<file path="src/rtl/seq_arb_pkg.sv">
// seq_arb_pkg: shared definitions for the sequencer arbiter.
//   - state_t     : arbiter FSM encoding (IDLE=0, LOAD=1, RUN=2, RELEASE=3)
//   - NW_DEFAULT  : default width of the job count field
//   - DW_DEFAULT  : default width of the job data word
//   - TIMEOUT_DEFAULT : default RUN watchdog length, used only when
//                       SEQ_ARB_TIMEOUT_EN is defined
package seq_arb_pkg;

  typedef enum logic [1:0] {
    IDLE    = 2'd0,
    LOAD    = 2'd1,
    RUN     = 2'd2,
    RELEASE = 2'd3
  } state_t;

  localparam int NREQ_DEFAULT    = 4;
  localparam int NW_DEFAULT      = 8;
  localparam int DW_DEFAULT      = 32;
  localparam int TIMEOUT_DEFAULT = 1024;

endpackage

</file>
<file path="src/rtl/seq_arbiter_rr_pick.sv">
// rr_pick: combinational round-robin selector, shared with other arbiters.
// Ports:
//   req      in  NREQ  request levels
//   last     in  IW    index of the requester served most recently
//   gnt_next out NREQ  one-hot winner (zero when req is zero)
//   idx      out IW    index of the winner (zero when req is zero)
// The search starts at last+1 and wraps modulo NREQ, so the requester that
// was just served has the lowest priority.
module rr_pick #(
  parameter int NREQ = 4,
  parameter int IW   = $clog2(NREQ)
) (
  input  logic [NREQ-1:0] req,
  input  logic [IW-1:0]   last,
  output logic [NREQ-1:0] gnt_next,
  output logic [IW-1:0]   idx
);

  logic          found_s;
  logic [IW-1:0] cand_s;

  // Walk the requesters in priority order and keep the first one asserted.
  always_comb begin
    gnt_next = '0;
    idx      = '0;
    found_s  = 1'b0;
    cand_s   = '0;
    for (int k = 1; k <= NREQ; k++) begin
      cand_s = IW'((int'(last) + k) % NREQ);
      if (!found_s && req[cand_s]) begin
        found_s          = 1'b1;
        gnt_next[cand_s] = 1'b1;
        idx              = cand_s;
      end else begin
        found_s = found_s;
      end
    end
  end

endmodule

</file>
<file path="src/rtl/seq_arbiter.sv">
// seq_arbiter: shares one byte sequencer between NREQ requesters.
// Requesters are granted round-robin; the granted job (count + word) is loaded
// into the sequencer, seq_en is held until seq_done, and a one-cycle done
// pulse is returned to the owner.
// Ports:
//   clk, rst        clock and synchronous active-high reset
//   req     in  NREQ     per-requester request level (sampled in IDLE only)
//   req_n   in  NREQ*NW  packed counts, requester i at [i*NW +: NW]
//   req_in  in  NREQ*DW  packed words,  requester i at [i*DW +: DW]
//   gnt     out NREQ     one-hot owner of the sequencer
//   done    out NREQ     completion pulse to the owner
//   busy    out 1        high in every state except IDLE
//   seq_en  out 1        sequencer enable (high only in RUN)
//   seq_n   out NW       registered count to the sequencer
//   seq_in  out DW       registered word to the sequencer
//   seq_done in 1        sequencer completion, honoured in RUN only
//   err     out NREQ     (SEQ_ARB_TIMEOUT_EN only) timeout pulse to the owner
// Build option: define SEQ_ARB_TIMEOUT_EN to add the TIMEOUT parameter, the
// RUN watchdog and the err port.
module seq_arbiter
  import seq_arb_pkg::*;
#(
  parameter int NREQ = NREQ_DEFAULT,
  parameter int DW   = DW_DEFAULT,
  parameter int NW   = NW_DEFAULT
`ifdef SEQ_ARB_TIMEOUT_EN
  , parameter int TIMEOUT = TIMEOUT_DEFAULT
`endif
) (
  input  logic              clk,
  input  logic              rst,
  input  logic [NREQ-1:0]   req,
  input  logic [NREQ*NW-1:0] req_n,
  input  logic [NREQ*DW-1:0] req_in,
  output logic [NREQ-1:0]   gnt,
  output logic [NREQ-1:0]   done,
  output logic              busy,
  output logic              seq_en,
  output logic [NW-1:0]     seq_n,
  output logic [DW-1:0]     seq_in,
  input  logic              seq_done
`ifdef SEQ_ARB_TIMEOUT_EN
  , output logic [NREQ-1:0] err
`endif
);

  localparam int IW = $clog2(NREQ);

  state_t          state_r, state_next_s;
  logic [IW-1:0]   last_r, idx_r;
  logic [NREQ-1:0] gnt_r, done_r;
  logic            busy_r, seq_en_r;
  logic [NW-1:0]   seq_n_r;
  logic [DW-1:0]   seq_in_r;
  logic [NREQ-1:0] pick_gnt_s;
  logic [IW-1:0]   pick_idx_s;
  logic [NW-1:0]   cur_n_s;
  logic [DW-1:0]   cur_in_s;
  logic            run_timeout_s;

  rr_pick #(.NREQ(NREQ), .IW(IW)) u_rr_pick (
    .req      (req),
    .last     (last_r),
    .gnt_next (pick_gnt_s),
    .idx      (pick_idx_s)
  );

  // Operands of the current owner; only consumed in LOAD.
  assign cur_n_s  = req_n[idx_r*NW +: NW];
  assign cur_in_s = req_in[idx_r*DW +: DW];

`ifdef SEQ_ARB_TIMEOUT_EN
  logic [31:0]     cnt_r;
  logic [NREQ-1:0] err_r;

  // The watchdog fires on the last allowed RUN cycle unless the sequencer
  // completes in that same cycle (completion wins).
  assign run_timeout_s = (state_r == RUN) && !seq_done &&
                         (cnt_r == 32'(TIMEOUT - 1));
  assign err = err_r;
`else
  assign run_timeout_s = 1'b0;
`endif

  // Next-state logic.
  always_comb begin
    state_next_s = state_r;
    case (state_r)
      IDLE: begin
        if (|req) state_next_s = LOAD;
        else      state_next_s = IDLE;
      end
      LOAD: begin
        // A zero-length job skips the sequencer entirely.
        if (cur_n_s == '0) state_next_s = RELEASE;
        else               state_next_s = RUN;
      end
      RUN: begin
        if (seq_done || run_timeout_s) state_next_s = RELEASE;
        else                           state_next_s = RUN;
      end
      RELEASE: state_next_s = IDLE;
      default: state_next_s = IDLE;
    endcase
  end

  // State register and all registered outputs.
  always_ff @(posedge clk) begin
    if (rst) begin
      state_r  <= IDLE;
      last_r   <= IW'(NREQ - 1);
      idx_r    <= '0;
      gnt_r    <= '0;
      done_r   <= '0;
      busy_r   <= 1'b0;
      seq_en_r <= 1'b0;
      seq_n_r  <= '0;
      seq_in_r <= '0;
`ifdef SEQ_ARB_TIMEOUT_EN
      cnt_r    <= 32'd0;
      err_r    <= '0;
`endif
    end else begin
      state_r  <= state_next_s;
      busy_r   <= (state_next_s != IDLE);
      // seq_en follows RUN exactly, so RELEASE always gives a one-cycle gap.
      seq_en_r <= (state_next_s == RUN);
      done_r   <= '0;
`ifdef SEQ_ARB_TIMEOUT_EN
      err_r    <= '0;
`endif
      case (state_r)
        IDLE: begin
          if (|req) begin
            gnt_r <= pick_gnt_s;
            idx_r <= pick_idx_s;
          end
        end
        LOAD: begin
          seq_n_r  <= cur_n_s;
          seq_in_r <= cur_in_s;
          if (cur_n_s == '0) done_r <= gnt_r;
`ifdef SEQ_ARB_TIMEOUT_EN
          cnt_r    <= 32'd0;
`endif
        end
        RUN: begin
          if (seq_done) done_r <= gnt_r;
`ifdef SEQ_ARB_TIMEOUT_EN
          else if (run_timeout_s) err_r <= gnt_r;
          cnt_r <= cnt_r + 32'd1;
`endif
        end
        RELEASE: begin
          gnt_r  <= '0;
          last_r <= idx_r;
        end
        default: begin
          gnt_r <= '0;
        end
      endcase
    end
  end

  assign gnt    = gnt_r;
  assign done   = done_r;
  assign busy   = busy_r;
  assign seq_en = seq_en_r;
  assign seq_n  = seq_n_r;
  assign seq_in = seq_in_r;

endmodule
</file>
<file path="config.mk">
export PLATFORM = sky130hd
export DESIGN_NAME = seq_arbiter
export DESIGN_NICKNAME = d
export VERILOG_FILES = /design/src/rtl/seq_arb_pkg.sv /design/src/rtl/seq_arbiter_rr_pick.sv /design/src/rtl/seq_arbiter.sv
export SDC_FILE = /design/constraint.sdc
export NUM_CORES = 1
export LEC_CHECK = 0
export CAP_MARGIN = 0
export CORE_MARGIN = 2
export CORE_UTILIZATION = 38
export CTS_BUF_LIST = sky130_fd_sc_hd__clkbuf_4 sky130_fd_sc_hd__clkbuf_8
export DETAILED_ROUTE_END_ITERATION = 8
export PLACE_DENSITY = 0.9
export SLEW_MARGIN = 20
export SYNTH_ARGS = -nofsm -noshare
export SYNTH_HDL_FRONTEND = slang
export SYNTH_SLANG_ARGS = --single-unit
</file>
<file path="constraint.sdc">
create_clock -name clk -period 2.6 [get_ports clk]
set_clock_uncertainty 0.05 [all_clocks]
set_input_delay 0.26 -clock clk [delete_from_list [all_inputs] [get_ports clk]]
set_output_delay 0.26 -clock clk [all_outputs]
set_load 0.1 [all_outputs]
</file>
=== Word level (Yosys, flattened, before mapping) ===
Cells that the tools add are included.
Widths: inputs -> output; s select.

* Add/sub/neg operators: 4
* Order comparisons: 8
* Equal/unequal tests: 5
* Shift-type cells: 2
* Muxes and demuxes: 36
* Bitwise gates (word level): 3
* Reductions and logical operators: 17

{| class="wikitable"
|+ Operator list
! operator !! number
|-
| $shiftx 128x8->32 || 1
|-
| $shiftx 32x6->8 || 1
|-
| $mux 4 || 7
|-
| $pmux 4 s2 || 2
|-
| $mux 1 || 14
|-
| $lt 2x3->1 const B || 4
|-
| $or 4x4->4 || 3
|-
| $bmux 1 s2 || 4
|-
| $demux 1 s2 || 4
|-
| $ge 2x1->1 const B || 4
|-
| $logic_not 8->1 || 1
|-
| $mux 2 || 4
|-
| $pmux 2 s4 || 1
|-
| $logic_and 1x1->1 || 7
|-
| $eq 2x2->1 const B || 3
|-
| $add 2x1->2 const B || 2
|-
| $add 2x2->2 const B || 2
|-
| $reduce_and 2->1 || 2
|-
| $reduce_bool 2->1 || 2
|-
| $reduce_or 4->1 || 1
|-
| $logic_not 1->1 || 3
|-
| $eq 2x1->1 const B || 1
|-
| $logic_not 2->1 || 1
|-
| $ne 2x2->1 const B || 1
|}

* Flip-flop bits (word level): 56
* Input bits: 167
* Output and inout port bits: 50
* Word-level logic and storage cells: 84

=== Logic depth before layout (Yosys ltp) ===
* Depth in word-level cells: 15
* Gate-level depth with buffers: 9
* Depth with buffers taken out: 7

=== Hierarchy ===
From an unflattened synthesis, not the netlist that was laid out.

* Cell total of the unflattened synthesis: 319
* Area, all modules: 3639.7 µm²

{| class="wikitable"
|+ By module, submodules not included
! module !! times used !! cells each !! area each (µm²) !! sequential area each (µm²)
|-
| seq_arbiter || 1 || 251 || 3094.2 || 1121.1
|-
| rr_pick || 1 || 68 || 545.5 || 0.0
|}

=== Worst setup path before layout ===
OpenSTA, ideal clock, no wires.

* Kind: flip-flop to flip-flop
* From: register last_r[0]
* To: register gnt_r[0], in the netlist gnt[0]
* Setup time: 0.131 ns
* Data arrival time: 2.064 ns
* Data required time: 2.419 ns
* Setup slack: 0.355 ns
* Stages on the path, launching flop included: 10
* Buffers on the path: 2
* Period minus slack after synthesis: 2.245 ns
* Path through: dfxtp_1 > buf_2 > inv_1 > ha_1 > clkbuf_1 > nor2b_1 > a211oi_1 > a21oi_1 > a221oi_1 > o22ai_1

* Longest elaborated chain between the ends: 15
* Elaborated cells on any way between the ends: 50
* Those cells by class: add/sub (4); order compare (8); mux (25); bitwise (3); reduce/logical (10)

{| class="wikitable"
|+ RTL lines
! element !! line !! source
|-
| from (decl) || seq_arbiter.sv:50 || <nowiki>logic [IW-1:0] last_r, idx_r;</nowiki>
|-
| from (signal assigned) || seq_arbiter.sv:111 || <nowiki>last_r <= IW'(NREQ - 1);</nowiki>
|-
| from (signal assigned) || seq_arbiter.sv:156 || <nowiki>last_r <= idx_r;</nowiki>
|-
| parallel branches: the longest is 12 deep, another holds $lt 2x3->1 || n/a ||
|-
| $mux 4 (*) || seq_arbiter_rr_pick.sv:30 || <nowiki>if (!found_s && req[cand_s]) begin</nowiki>
|-
| $mux 4 (*) || seq_arbiter.sv:134 || <nowiki>if (|req) begin</nowiki>
|-
| $pmux 4 s2 (*) || seq_arbiter.sv:132 || <nowiki>case (state_r)</nowiki>
|-
| to (signal assigned) || seq_arbiter.sv:135 || <nowiki>gnt_r <= pick_gnt_s;</nowiki>
|-
| to (decl) || seq_arbiter.sv:51 || <nowiki>logic [NREQ-1:0] gnt_r, done_r;</nowiki>
|}

Every way passes the cells marked *. The select of a mux whose other input is x is not followed.
A chain may end at the register's enable or synchronous reset.

=== Final worst setup path ===
* From: register idx_r[0]
* To: register done_r[0], in the netlist done[0]

* Longest elaborated chain between the ends: 4

{| class="wikitable"
|+ RTL lines
! element !! line !! source
|-
| from (decl) || seq_arbiter.sv:50 ||
|-
| from (signal assigned) || seq_arbiter.sv:136 || <nowiki>idx_r <= pick_idx_s;</nowiki>
|-
| $shiftx 32x6->8 || seq_arbiter.sv:69 || <nowiki>assign cur_n_s = req_n[idx_r*NW +: NW];</nowiki>
|-
| $logic_not 8->1 || seq_arbiter.sv:142 || <nowiki>if (cur_n_s == '0) done_r <= gnt_r;</nowiki>
|-
| $mux 4 || seq_arbiter.sv:142 ||
|-
| $pmux 4 s2 || seq_arbiter.sv:132 ||
|-
| to (signal assigned) || seq_arbiter.sv:142 ||
|-
| to (signal assigned) || seq_arbiter.sv:148 || <nowiki>if (seq_done) done_r <= gnt_r;</nowiki>
|-
| to (decl) || seq_arbiter.sv:51 ||
|}

Every way passes these cells.

==> results by group <==
Floorplanning
  • Rows: 34
  • Top-level port count: between 200 and 250
  • Initial core utilization: 39.32%
  • CORE AREA: 0.008763 mm2
  • Die Ht: 99.23 um
  • Die Area: 0.009846 mm2
  • Chip width: 99.23 um

Clock tree
  • Clk slew on worst S/H paths: 100 ps
  • Post-CTS setup buffer count: 0
  • CTS tree: yes
  • CTS sink cnt: 56
  • CTS Hold Buffers Added: 0
  • Worst skew pair latency: roughly 290 ps
  • CTS Buffer Depth: 2
  • CTS H-tree lvls: 2
  • Root Buffer: clkbuf_8
  • Post-CTS Resized: 0
  • Clock buffer count from CTS: 5

Logic synthesis
  • Library cells used by synthesis: 43
  • Synthesized area: 0.003446 mm2
  • Seq/Total Area, Yosys: 32.53%
  • Area leader, netlist: dfxtp_1
  • Synth Register Bits: 56
  • Dominant synthesized flop cell: dfxtp_1
  • Syn Nets: 481
  • Async SR Flop Fraction: 0%
  • Mapped Cells: 302
  • Synth top area cells: dfxtp_1 33%, mux4_2 24%, mux2i_1 12%
  • YS warnings: 0
  • Mean area per synthesized cell: 11.41 um2
  • Yosys top cell area share: 32.53%
  • Post-synth EDFFs: 0

Setup path
  • Max FO, Critical Path: 13
  • WP data required: 2790 ps
  • CP Class: reg2reg
  • CP Capture Type: register
  • Critical Path AT: 2330 ps
  • CP startpoint kind: register

Timing
  • Worst-margin pin slew: 472.7 ps
  • Tcrit/Tclk final: 82.03%
  • Max Freq: 0.4689 GHz
  • Pins Over Slew Limit: 0
  • Final hold vios: 0
  • Slew headroom: 68.49%
  • RSZ-0062 raised after global routing: no
  • Final worst slack: between 400 and 500 ps
  • Final setup fails: 0
  • Tmin final: between 2000 and 2500 ps
  • Final setup TNS: 0 ps

Placed design
  • Placed cell areas: 0.005570 mm2
  • Final GP Congestion: between 0.9 and 1
  • I/O Buffers: 216
  • Post-DP HPWL: just under 10,000 um
  • Setup Slack @ Placement: 328.5 ps

Detailed routing
  • First drt pass iteration count: 5
  • Via count: 3,291
  • Drt total wl: approximately 12,000 um
  • Vias per cell: between 5 and 6
  • Drt wl/cell: 18.77 um
  • Antenna-violating nets left: 0
  • Starting DRT DRC Count: 91
  • Post-route DRC: 0

Pwr
  • Lkg Pwr: 0.002219 uW
  • Power share of the combinational group: about three fifths
  • Total power: 3982 uW
  • Cell Int Power: 2099 uW
  • Net Sw Frac: 47.30%
  • Pwr Density: 703.0 mW/mm2
  • Clock Power Share: roughly an eighth
  • Reg power frac: between 20 and 30%
  • Psw: 1883 uW
  • Worst-case vdd ir drop: 0.0005340 V

Global route
  • Number of global-route vias before repair: 3,410
  • Remaining global-route overflow: 0
  • Initial antenna violation count: 0
  • GRT Util Overall: 22.55%
  • Global-route wire length before repair: between 15,000 and 20,000 um
  • Largest net degree at the start of global routing: 29

Finish
  • Share of cells above drive strength 1: 22.55%
  • Final #Nets: between 600 and 700
  • Synth-to-layout area growth: 64.38%
  • Fillers: 694
  • Final Core Density: 64.63%
  • Post-route cell area: between 0.005 and 0.006 mm2

Worst hold path
  • Worst Hold Class: in2reg

Flow run
  • # Max-Cap Violations: 0

Outcome
  • Status: finished clean
==> logic make-up after synthesis <==
kind of cell    share of synthesized area (%)
flops                                   32.53
fa+ha+maj                               4.357
mux                                     39.83
buf+inv                                 4.539
compound gates                          8.606
simple gates                            10.13
==> routing by layer <==
metal	wire [um]	track usage, %	vias up	part of all wire, %
met1	4236	24.32	1578	36
met4	327	9.168	0	2.8
met2	6338	42.15	126	55
met5	0	0	-	0
li1	-	-	1562	-
met3	716	5.271	25	6.2
==> cell usage after synthesis, drive strengths merged (2+ instances only) <==
| master | instances |
|---|---|
| ha | 12 |
| nor2 | 50 |
| mux2 | 3 |
| a21o | 2 |
| a221oi | 4 |
| mux4 | 41 |
| o211ai | 3 |
| mux2i | 40 |
| a32oi | 4 |
| nand2 | 6 |
| or3b | 2 |
| o21ai | 6 |
| buf | 15 |
| and2 | 5 |
| inv | 9 |
| dfxtp | 56 |
| a21oi | 4 |
| clkbuf | 11 |
| a2111o | 2 |
| nor3 | 3 |
| o22ai | 6 |
==> through the flow <==
stage                     instances  hold slack (ps)
final                           619            301.4
after global routing            618            304.9
after CTS                       618            302.4
after detailed placement        610            425.9
after global placement          610            424.9
after floorplan                 302            404.3
==> worst max-delay path: stages, from the launching register on <==
cell and delay [ps]:
dfxtp_2 580, mux4_2 600, nor4_2 280, a41oi_1 180
nor2_1 230, and2_1 160
==> path summary, 6_finish.rpt <==
check | from | to | slack [ps] | cells past startpoint
worst max-delay path | idx_r[0] | done[0] | 470 | 5
worst min-delay path | rst | seq_in[18] | 300 | 2
worst max register to register | idx_r[0] | done[0] | 470 | 5
worst min register to register | seq_n[7] | seq_n[7] | 440 | 2
==> power by group through the flow <==
stage | Clock, uW | Sequential (uW) | Combinational [uW]
6_report | 473 | 1110 | 2400
4_1_cts | 490 | 1110 | 2410
3_5_place_dp | 0 | 1130 | 2410
3_3_place_gp | 0 | 1120 | 2370
2_1_floorplan | 0 | 1980 | 910
5_1_grt | 525 | 1130 | 2510
==> registers in the layout (all words and copies together) (netlist names) <==
register,flops
busy,1
last_r,2
seq_in,32
idx_r,2
state_r,2
seq_n,8
done,4
gnt,4
seq_en,1
==> cell type report <==
type	count	area, um2	share of cell area, %
multi-input combinational	211	2171	38.33
sequential	56	1124	19.84
inverter	9	33.78	0.5964
antenna	1	2.502	0.04418
clock buffer	5	68.82	1.215
tap	108	135.1	2.386
timing repair buffer	226	2107	37.20
clock inverter	3	22.52	0.3976
==> placed cells by master, fill, tap and decap left out, types with 2 or more instances in the layout <==
master           synthesis  routed
clkdlybuf4s50_1          0     165
buf_4                    0      60
dfxtp_1                 56      54
nor2_1                  50      50
mux2i_1                 40      40
mux4_2                  37      37
ha_1                    12      11
inv_1                    9       9
nand2_1                  6       6
o22ai_1                  6       6
o21ai_0                  6       6
clkbuf_8                 0       5
a21oi_1                  4       4
mux4_1                   4       4
a32oi_1                  4       4
a221oi_1                 4       4
and2_1                   4       4
mux2_2                   3       3
nor3_1                   3       3
o211ai_1                 3       3
a21o_1                   2       2
or3b_1                   2       2
a2111o_1                 2       2
dfxtp_2                  0       2
Power figures use the tool's default switching activity.
